`src/rtl/readout_byte_sequencer.sv`:
```
// readout_byte_sequencer: frames buffered digitizer bytes as HEADER, COUNT, DATA..., TRAILER,
// advancing one byte per completed SPI byte slot.
//   sclk           - SPI clock, the only clock
//   rst            - synchronous active-high reset
//   readout_en     - level, high while a readout is active; rising edge starts a frame
//   wr_valid       - write request from the digitizer side
//   wr_data        - byte to buffer
//   wr_ready       - high when the FIFO is not full
//   load_cnt_ser   - bit-slot counter from SPI; LAST_CNT marks the last bit of a byte
//   raw_serial_out - registered byte presented to the serial output mux
//   frame_active   - registered, high while in HDR/CNT/DATA/TRL
//   frame_done     - one-cycle pulse when TRL completes
//   fifo_count     - FIFO occupancy, 0..DEPTH
module readout_byte_sequencer #(
    parameter int         DEPTH    = 16,
    parameter int         AW       = $clog2(DEPTH),
    parameter logic [7:0] HEADER   = 8'hA5,
    parameter logic [7:0] TRAILER  = 8'h5A,
    parameter logic [7:0] LAST_CNT = 8'd7
) (
    input  logic        sclk,
    input  logic        rst,
    input  logic        readout_en,
    input  logic        wr_valid,
    input  logic [7:0]  wr_data,
    output logic        wr_ready,
    input  logic [7:0]  load_cnt_ser,
    output logic [7:0]  raw_serial_out,
    output logic        frame_active,
    output logic        frame_done,
    output logic [AW:0] fifo_count
);
    typedef enum logic [2:0] {IDLE, HDR, CNT, DATA, TRL} state_t;
    state_t        state;
    logic [7:0]    mem [DEPTH];
    logic [AW-1:0] wr_ptr, rd_ptr;
    logic [7:0]    prev_cnt, frame_len, sent, len_sat;
    logic          readout_en_q, byte_done, start, abort, push, pop;

    // Edge-detect the counter so a counter parked at LAST_CNT advances only once
    assign byte_done = (load_cnt_ser == LAST_CNT) && (prev_cnt != LAST_CNT);
    assign start     = readout_en && !readout_en_q;
    assign abort     = !readout_en && (state != IDLE);
    assign wr_ready  = fifo_count != (AW+1)'(DEPTH);
    assign push      = wr_valid && wr_ready;
    assign pop       = (state == DATA) && byte_done && !abort;
    assign len_sat   = 32'(fifo_count) > 32'd255 ? 8'hFF : 8'(fifo_count);

    always_ff @(posedge sclk) begin
        if (push) mem[wr_ptr] <= wr_data;
    end

    always_ff @(posedge sclk) begin
        if (rst) begin
            state          <= IDLE;
            wr_ptr         <= '0;
            rd_ptr         <= '0;
            fifo_count     <= '0;
            prev_cnt       <= 8'h00;
            readout_en_q   <= 1'b0;
            frame_len      <= 8'h00;
            sent           <= 8'h00;
            raw_serial_out <= 8'h00;
            frame_active   <= 1'b0;
            frame_done     <= 1'b0;
        end else begin
            prev_cnt     <= load_cnt_ser;
            readout_en_q <= readout_en;
            frame_done   <= 1'b0;
            if (push) wr_ptr <= wr_ptr + 1'b1;
            if (pop) rd_ptr <= rd_ptr + 1'b1;
            fifo_count   <= fifo_count + (AW+1)'(push) - (AW+1)'(pop);
            // Outputs follow the state one cycle late, so a pop shows its new head next cycle
            frame_active   <= state != IDLE;
            raw_serial_out <= state == HDR  ? HEADER :
                              state == CNT  ? frame_len :
                              state == DATA ? mem[rd_ptr] :
                              state == TRL  ? TRAILER : 8'h00;
            if (abort) begin
                state     <= IDLE;
                sent      <= 8'h00;
                frame_len <= 8'h00;
            end else begin
                case (state)
                    IDLE: if (start) state <= HDR;
                    HDR: if (byte_done) begin
                        state     <= CNT;
                        frame_len <= len_sat;
                    end
                    CNT: if (byte_done) state <= frame_len != 8'h00 ? DATA : TRL;
                    DATA: if (byte_done) begin
                        sent <= sent + 8'd1;
                        if (sent + 8'd1 == frame_len) begin
                            state <= TRL;
                            sent  <= 8'h00;
                        end
                    end
                    TRL: if (byte_done) begin
                        state      <= IDLE;
                        frame_done <= 1'b1;
                    end
                    default: state <= IDLE;
                endcase
            end
        end
    end
endmodule

```
`config.mk`:
```
export PLATFORM = sky130hd
export DESIGN_NAME = readout_byte_sequencer
export DESIGN_NICKNAME = d
export VERILOG_FILES = /design/src/rtl/readout_byte_sequencer.sv
export SDC_FILE = /design/constraint.sdc
export NUM_CORES = 1
export LEC_CHECK = 0
export CAP_MARGIN = 20
export CORE_MARGIN = 2
export CORE_UTILIZATION = 54
export DETAILED_ROUTE_END_ITERATION = 8
export GPL_TIMING_DRIVEN = 0
export HOLD_SLACK_MARGIN = 0.03
export PLACE_DENSITY = 0.73
export SLEW_MARGIN = 15
export SYNTH_ARGS = -nofsm -noshare
export SYNTH_HDL_FRONTEND = slang
export SYNTH_SLANG_ARGS = --single-unit
```
`constraint.sdc`:
```
create_clock -name sclk -period 3 [get_ports sclk]
set_input_delay 0.75 -clock sclk [delete_from_list [all_inputs] [get_ports sclk]]
set_output_delay 0.75 -clock sclk [all_outputs]
set_load 0.05 [all_outputs]
```
==> results.ini, run 1 <==
[die]
core_area_mm2 = 0.0132
dieArea_mm2 = 0.0145
rows = 42
die_h_um = 120
die_x_um = 120
io_pins = 36
initial_core_util = 0.551

[sta]
relSlewSlack = 0.423
max_freq_mhz = 344
period_minus_slack_ns = 2.91
drv_slew = 0
fin_crit_sh = 0.969
hold_viol = 0
tightest_slew_ns = 0.862
skew_ns = 0.00955
hold_ws_ns = 0.502
setup_viol_count_final = 0

[logic_synthesis]
yosysWarningCount = 0
synthCells = 468
synth_compound_area_frac = 0.0399
synth-xor-area-share = 0.0240
ys_seq_area_frac = 0.669
syn_area_mm2 = 0.00730
ys_seq_elements = 180
synth_fa_ha_area_frac = 0.0233
synthMuxAreaShare = 0.127
synthArstFlopShare = 0
synth.distinct_cells = 52
synth_edf_count = 128
synth_flop_cell = edfxtp_1
synth_nets = 501
yosys.area_share.simple = 0.0953
postSynthAreaPerCell_um2 = 15.6
synth_top_family_by_area = multiplexers

[worst_setup_path]
cp.arrival_ns = 3.20
critical_path_class = in2reg
r2r_setup_slack_ns = 0.17
reg2reg_depth = 13
r2r_end = fifo_count[4]$_SDFF_PP0_
startpoint_type = input pin
timing.rr.start = prev_cnt[5]$_SDFF_PP0_
cp_max_fo = 3
crit_path_end_kind = register
required_ns = 3.29

[placement]
place_congestion = 0.919
place_area_mm2 = 0.00795
io_buffers = 35
place_hpwl_mm = 10.1

[pwr]
power.leakage_nw = 2.87
peakVddDrop_uv = 494
powerDensity_mw_per_mm2 = 650

[detailed_routing]
drc = 0
post_drt_wl_per_cell_um = 20.3
via_per_inst = 5.77
via_count = 4149
ant_nets = 0
wl_mm = 14.6
drt_iter0_drc = 353
dr.pass1.iters = 5

[flow_run]
maxCapViolations = 0

[min_path]
hp-start = sent[1]$_SDFFE_PP0P_
min_to = sent[1]$_SDFFE_PP0P_
holdPathStages = 2
min_path_type = reg2reg

[cells_and_area]
layout-drive-gt1-share = 0.193
diodes = 0
final_common_cell = edfxtp_1
area.growth.synth_to_final_pct = 18.0
nets = 563
stdcell_area_mm2 = 0.00861
final_cell_mix = edfxtp_1 (128), dfxtp_1 (49), mux4_2 (40)

[clocking]
clock_latency_ns = 0.43
h-tree-depth = 4
clk_pin_slew_ns = 0.07
clk_path_buf_depth = 2
cts_tree = done
root_buffer = clkbuf_16
cts.sinks = 180
cts_buffers = 17

[grt]
grt_max_degree = 17
grt_pass1_vias = 4107
grt_pass1_wl_mm = 22.8
antenna_found_initial = 0
grt_use_total = 0.216
grt_overflow = 0

[outcome]
status = complete, no violations

==> worst max-delay path by stage <==
stage                             start                  endpoint  slack [ns]  cells after the start
6_report                load_cnt_ser[7]  fifo_count[4]$_SDFF_PP0_        0.09                     14
5_1_grt                 load_cnt_ser[7]  fifo_count[4]$_SDFF_PP0_       -0.04                     14
4_1_cts                 load_cnt_ser[5]  fifo_count[4]$_SDFF_PP0_       0.001                     14
3_5_place_dp            load_cnt_ser[6]  fifo_count[4]$_SDFF_PP0_       -0.84                     14
3_3_place_gp            load_cnt_ser[6]  fifo_count[4]$_SDFF_PP0_       -0.79                     14
2_1_floorplan  fifo_count[2]$_SDFF_PP0_  fifo_count[4]$_SDFF_PP0_        0.04                     15
==> area by class of cell <==
class | instances | area (µm²)
buffer | 22 | 114
clock buffer | 19 | 433
clock inverter | 13 | 145
fill | 908 | 4630
inverter | 11 | 41.3
multi-input combinational | 254 | 2350
sequential | 180 | 4890
tap | 176 | 220
timing repair buffer | 44 | 427
==> routing by layer <==
layer	up-vias	track usage	part of all wire
met3	26	0.0448	0.053
met5	-	0	0
met2	143	0.346	0.49
met1	2078	0.296	0.44
li1	1902	-	-
met4	0	0.0814	0.018
==> cells by family (layout without fill, tap and decap cells) <==
kind of cell | count (synthesis) | count (layout)
adders and majority gates | 13 | 13
AOI/OAI and AO/OA | 44 | 44
muxes | 42 | 42
and+or+nand+nor | 135 | 135
buffers and inverters | 34 | 109
xor gates and xnor gates | 20 | 20
DFF | 180 | 180
==> per-stage QoR <==
| step | setup WS (ns) | setup TNS (ns) | total power, mW | cells | utilization |
|---|---|---|---|---|---|
| 4_1_cts | 0.00112 | 0 | 5.63 | 717 | 0.647 |
| 3_5_place_dp | -0.836 | -3.21 | 3.47 | 683 | 0.600 |
| 6_report | 0.0933 | 0 | 5.60 | 719 | 0.651 |
| 2_1_floorplan | 0.0448 | 0 | 3.25 | 468 | - |
| 3_3_place_gp | -0.794 | -17.60 | 3.44 | 679 | 0.596 |
| 5_1_grt | -0.0375 | -0.0375 | 5.80 | 719 | 0.651 |
==> flip-flops by register name, indices dropped and copies added (netlist names), named ones only <==
| name | flops |
|---|---|
| fifo_count | 5 |
| frame_active | 1 |
| frame_done | 1 |
| frame_len | 5 |
| mem | 128 |
| prev_cnt | 8 |
| raw_serial_out | 8 |
| rd_ptr | 4 |
| readout_en_q | 1 |
| sent | 8 |
| state | 3 |
| wr_ptr | 4 |
==> worst max-delay path: stages <==
cell and delay, ns:
clkdlybuf4s50_1 0.46, nor4b_4 0.29, o2111a_2 0.34, nand2_4 0.07
inv_2 0.08, ha_1 0.11, inv_1 0.06, ha_4 0.16
fa_2 0.41, a21oi_2 0.12, nor2_1 0.04, nor2_1 0.12
xnor2_1 0.13, nor2_1 0.05
==> where the power goes <==
group	internal (mW)	total [mW]	switching, mW
logic	0.258	0.620	0.363
registers	2.76	2.81	0.0549
clock network	1.24	2.17	0.932
==> synthesized netlist by cell type, types with 4 or more instances <==
cell / n / share of area
ha_1: 12 / 0.021
xnor2_1: 11 / 0.013
mux4_2: 40 / 0.12
xor2_1: 9 / 0.011
nand3b_1: 4 / 0.0041
dfxtp_1: 52 / 0.14
nor2b_1: 15 / 0.013
nor2_1: 38 / 0.020
edfxtp_1: 128 / 0.53
a31oi_1: 4 / 0.0034
and2_1: 4 / 0.0034
nand2_1: 28 / 0.014
inv_1: 11 / 0.0057
clkbuf_1: 13 / 0.0067
buf_6: 4 / 0.0062
nor3_1: 12 / 0.0082
a21oi_1: 19 / 0.013
nand2b_1: 6 / 0.0051
buf_1: 5 / 0.0026
nand3_1: 10 / 0.0069
==> timing repair <==
action                     in CTS  in global routing
setup endpoints to repair       4                  1
hold buffers                    0                  0
resized for setup               6                  9
hold endpoints to repair        0                  0
pin swaps                       4                  7
buffers inserted                2                  3
(Power assumes the default switching activity.)
==> run 2, diff against run 1 <==
--- a/config.mk
+++ b/config.mk
@@ -6,9 +6,10 @@
 export NUM_CORES = 1
 export LEC_CHECK = 0
 export CAP_MARGIN = 20
-export CORE_MARGIN = 2
+export CORE_MARGIN = 5
 export CORE_UTILIZATION = 54
 export DETAILED_ROUTE_END_ITERATION = 8
+export GPL_ROUTABILITY_DRIVEN = 0
 export GPL_TIMING_DRIVEN = 0
 export HOLD_SLACK_MARGIN = 0.03
 export PLACE_DENSITY = 0.73
==> run 2 against run 1 <==
  * Utilization decreased by 0.33 points
  * Clock power rose by 2%
  * Sequential cell count stayed put
  * Final cell count down 0.70%
  * Via count decreased by 0.70%
  * Hold slack got worse by 0.0070 ns
==> results.ini, run 2 (same netlist as run 1, synthesis figures left out) <==
[outcome]
status = complete, no violations

[sta]
period_minus_slack_ns = 2.94  ; +0.0288 ns
drv_slew = 0  ; unchanged
hold_viol = 0  ; unchanged
max_freq_mhz = 341  ; -0.98%
skew_ns = 0.00825  ; -0.00131 ns
hold_ws_ns = 0.495  ; -0.00699 ns
tightest_slew_ns = 0.925  ; +0.0633 ns
relSlewSlack = 0.381  ; -0.0424
fin_crit_sh = 0.979  ; +0.00960
setup_viol_count_final = 0  ; unchanged

[worst_setup_path]
crit_path_end_kind = register
cp.arrival_ns = 3.23  ; +0.03 ns
startpoint_type = input pin
timing.rr.start = prev_cnt[5]$_SDFF_PP0_
critical_path_class = in2reg
reg2reg_depth = 13  ; unchanged
required_ns = 3.29  ; about the same
r2r_end = fifo_count[4]$_SDFF_PP0_
cp_max_fo = 3  ; unchanged
r2r_setup_slack_ns = 0.18  ; about the same

[detailed_routing]
drt_iter0_drc = 374  ; +5.9%
dr.pass1.iters = 5  ; unchanged
post_drt_wl_per_cell_um = 21.1  ; +3.6%
via_per_inst = 5.77  ; about the same
wl_mm = 15.0  ; +2.8%
drc = 0  ; unchanged
ant_nets = 0  ; unchanged
via_count = 4120  ; -0.70%

[cells_and_area]
final_cell_mix = edfxtp_1 (128), dfxtp_1 (49), mux4_2 (40)
diodes = 0  ; unchanged
largest_reg_flops = 128  ; unchanged
nets = 558  ; -0.89%
layout-drive-gt1-share = 0.188  ; -0.00564
final_common_cell = edfxtp_1
area.growth.synth_to_final_pct = 17.4
regMostFlops = mem

[clocking]
cts_tree = done
cts_buffers = 17  ; unchanged
h-tree-depth = 4  ; unchanged
clock_latency_ns = 0.43  ; about the same
clk_path_buf_depth = 2  ; unchanged
root_buffer = clkbuf_16
clk_pin_slew_ns = 0.07  ; about the same
cts.sinks = 180  ; unchanged

[die]
dieArea_mm2 = 0.0159  ; +10%
initial_core_util = 0.551  ; unchanged
rows = 42  ; unchanged
io_pins = 36  ; unchanged
die_h_um = 126  ; +5.0%
core_area_mm2 = 0.0132  ; unchanged
die_x_um = 126  ; +5.0%

[grt]
grt_pass1_wl_mm = 23.7  ; +4.0%
grt_pass1_vias = 4176  ; +1.7%
grt_overflow = 0  ; unchanged
antenna_found_initial = 0  ; unchanged
grt_use_total = 0.199  ; -0.0165
grt_max_degree = 18  ; +1

[min_path]
min_to = sent[1]$_SDFFE_PP0P_
hp-start = sent[1]$_SDFFE_PP0P_
min_path_type = reg2reg
holdPathStages = 2  ; unchanged

[placement]
io_buffers = 35  ; unchanged
place_hpwl_mm = 9.77  ; -2.8%

[pwr]
power.leakage_nw = 2.81  ; -1.9%
total_power_mw = 5.64  ; +0.64%
powerDensity_mw_per_mm2 = 658  ; +1.2%
peakVddDrop_uv = 502  ; +1.7%

[flow_run]
maxCapViolations = 0  ; unchanged

## run 2: cell count changes in the layout (fill, tap and decap cells not counted), sizes merged
cell	before	now
inv	17	19
dlygate4sd2	1	0
clkbuf	31	29
dlymetal6s2s	4	1
clkdlybuf4s50	30	34
buf	19	14
## run 2: through the flow
step | instance area (µm²) | instances | TNS (ns) | setup slack (ns) | utilization
6_report | 8570 | 714 | 0 | 0.0645 | 0.647
3_3_place_gp | 7900 | 679 | -14.02 | -0.817 | 0.596
3_5_place_dp | 7920 | 679 | -4.34 | -0.836 | 0.598
4_1_cts | 8560 | 714 | 0 | 0.0341 | 0.646
5_1_grt | 8570 | 714 | -0.0286 | -0.0286 | 0.647
2_1_floorplan | 7330 | 468 | 0 | 0.0448 | -
## run 2: per-layer routing
metal  GRT usage  share of wire  wire length [µm]
met1       0.252           0.41              6170
met2       0.347           0.53              7970
met5           0              0                 0
met3      0.0347          0.044               658
met4      0.0726          0.016               236
## run 2: worst max path at each step
| stage | startpoint | cells past startpoint | to |
|---|---|---|---|
| final | load_cnt_ser[4] | 14 | fifo_count[4]$_SDFF_PP0_ |
| after global routing | load_cnt_ser[4] | 14 | fifo_count[4]$_SDFF_PP0_ |
| after CTS | load_cnt_ser[2] | 14 | fifo_count[4]$_SDFF_PP0_ |
| after detailed placement | load_cnt_ser[6] | 14 | fifo_count[4]$_SDFF_PP0_ |
| after global placement | load_cnt_ser[2] | 14 | fifo_count[4]$_SDFF_PP0_ |
| after floorplan | fifo_count[2]$_SDFF_PP0_ | 15 | fifo_count[4]$_SDFF_PP0_ |
## run 2: area by class of cell
type	count	area, µm²
Buffer	22	114
Clock buffer	17	425
Clock inverter	15	168
Fill cell	914	4670
Inverter	11	41.3
Multi-Input combinational cell	254	2330
Sequential cell	180	4890
Tap cell	176	220
Timing Repair Buffer	39	383
## run 2: where the power goes
part	switching (mW)	total [mW]	internal, mW
Sequential	0.0550	2.81	2.76
Combinational	0.356	0.604	0.248
Clock	0.973	2.22	1.25
## run 2: worst max-delay path: stages
cell	delay (ns)
clkdlybuf4s50_1	0.47
nor4b_4	0.33
o2111a_2	0.26
nand2_2	0.08
inv_2	0.09
ha_1	0.12
inv_1	0.04
ha_2	0.18
fa_2	0.38
a21oi_2	0.15
nor2_1	0.05
nor2_1	0.14
xnor2_1	0.13
nor2_1	0.05
## run 2: timing repair
| action | 4_1_cts | 5_1_grt |
|---|---|---|
| pin swaps | 3 | 4 |
| endpoints found under the setup margin | 4 | 1 |
| buffers inserted | 3 | 1 |
| resized for setup | 5 | 4 |
| cloned | 0 | 0 |
| hold buffers | 0 | 0 |
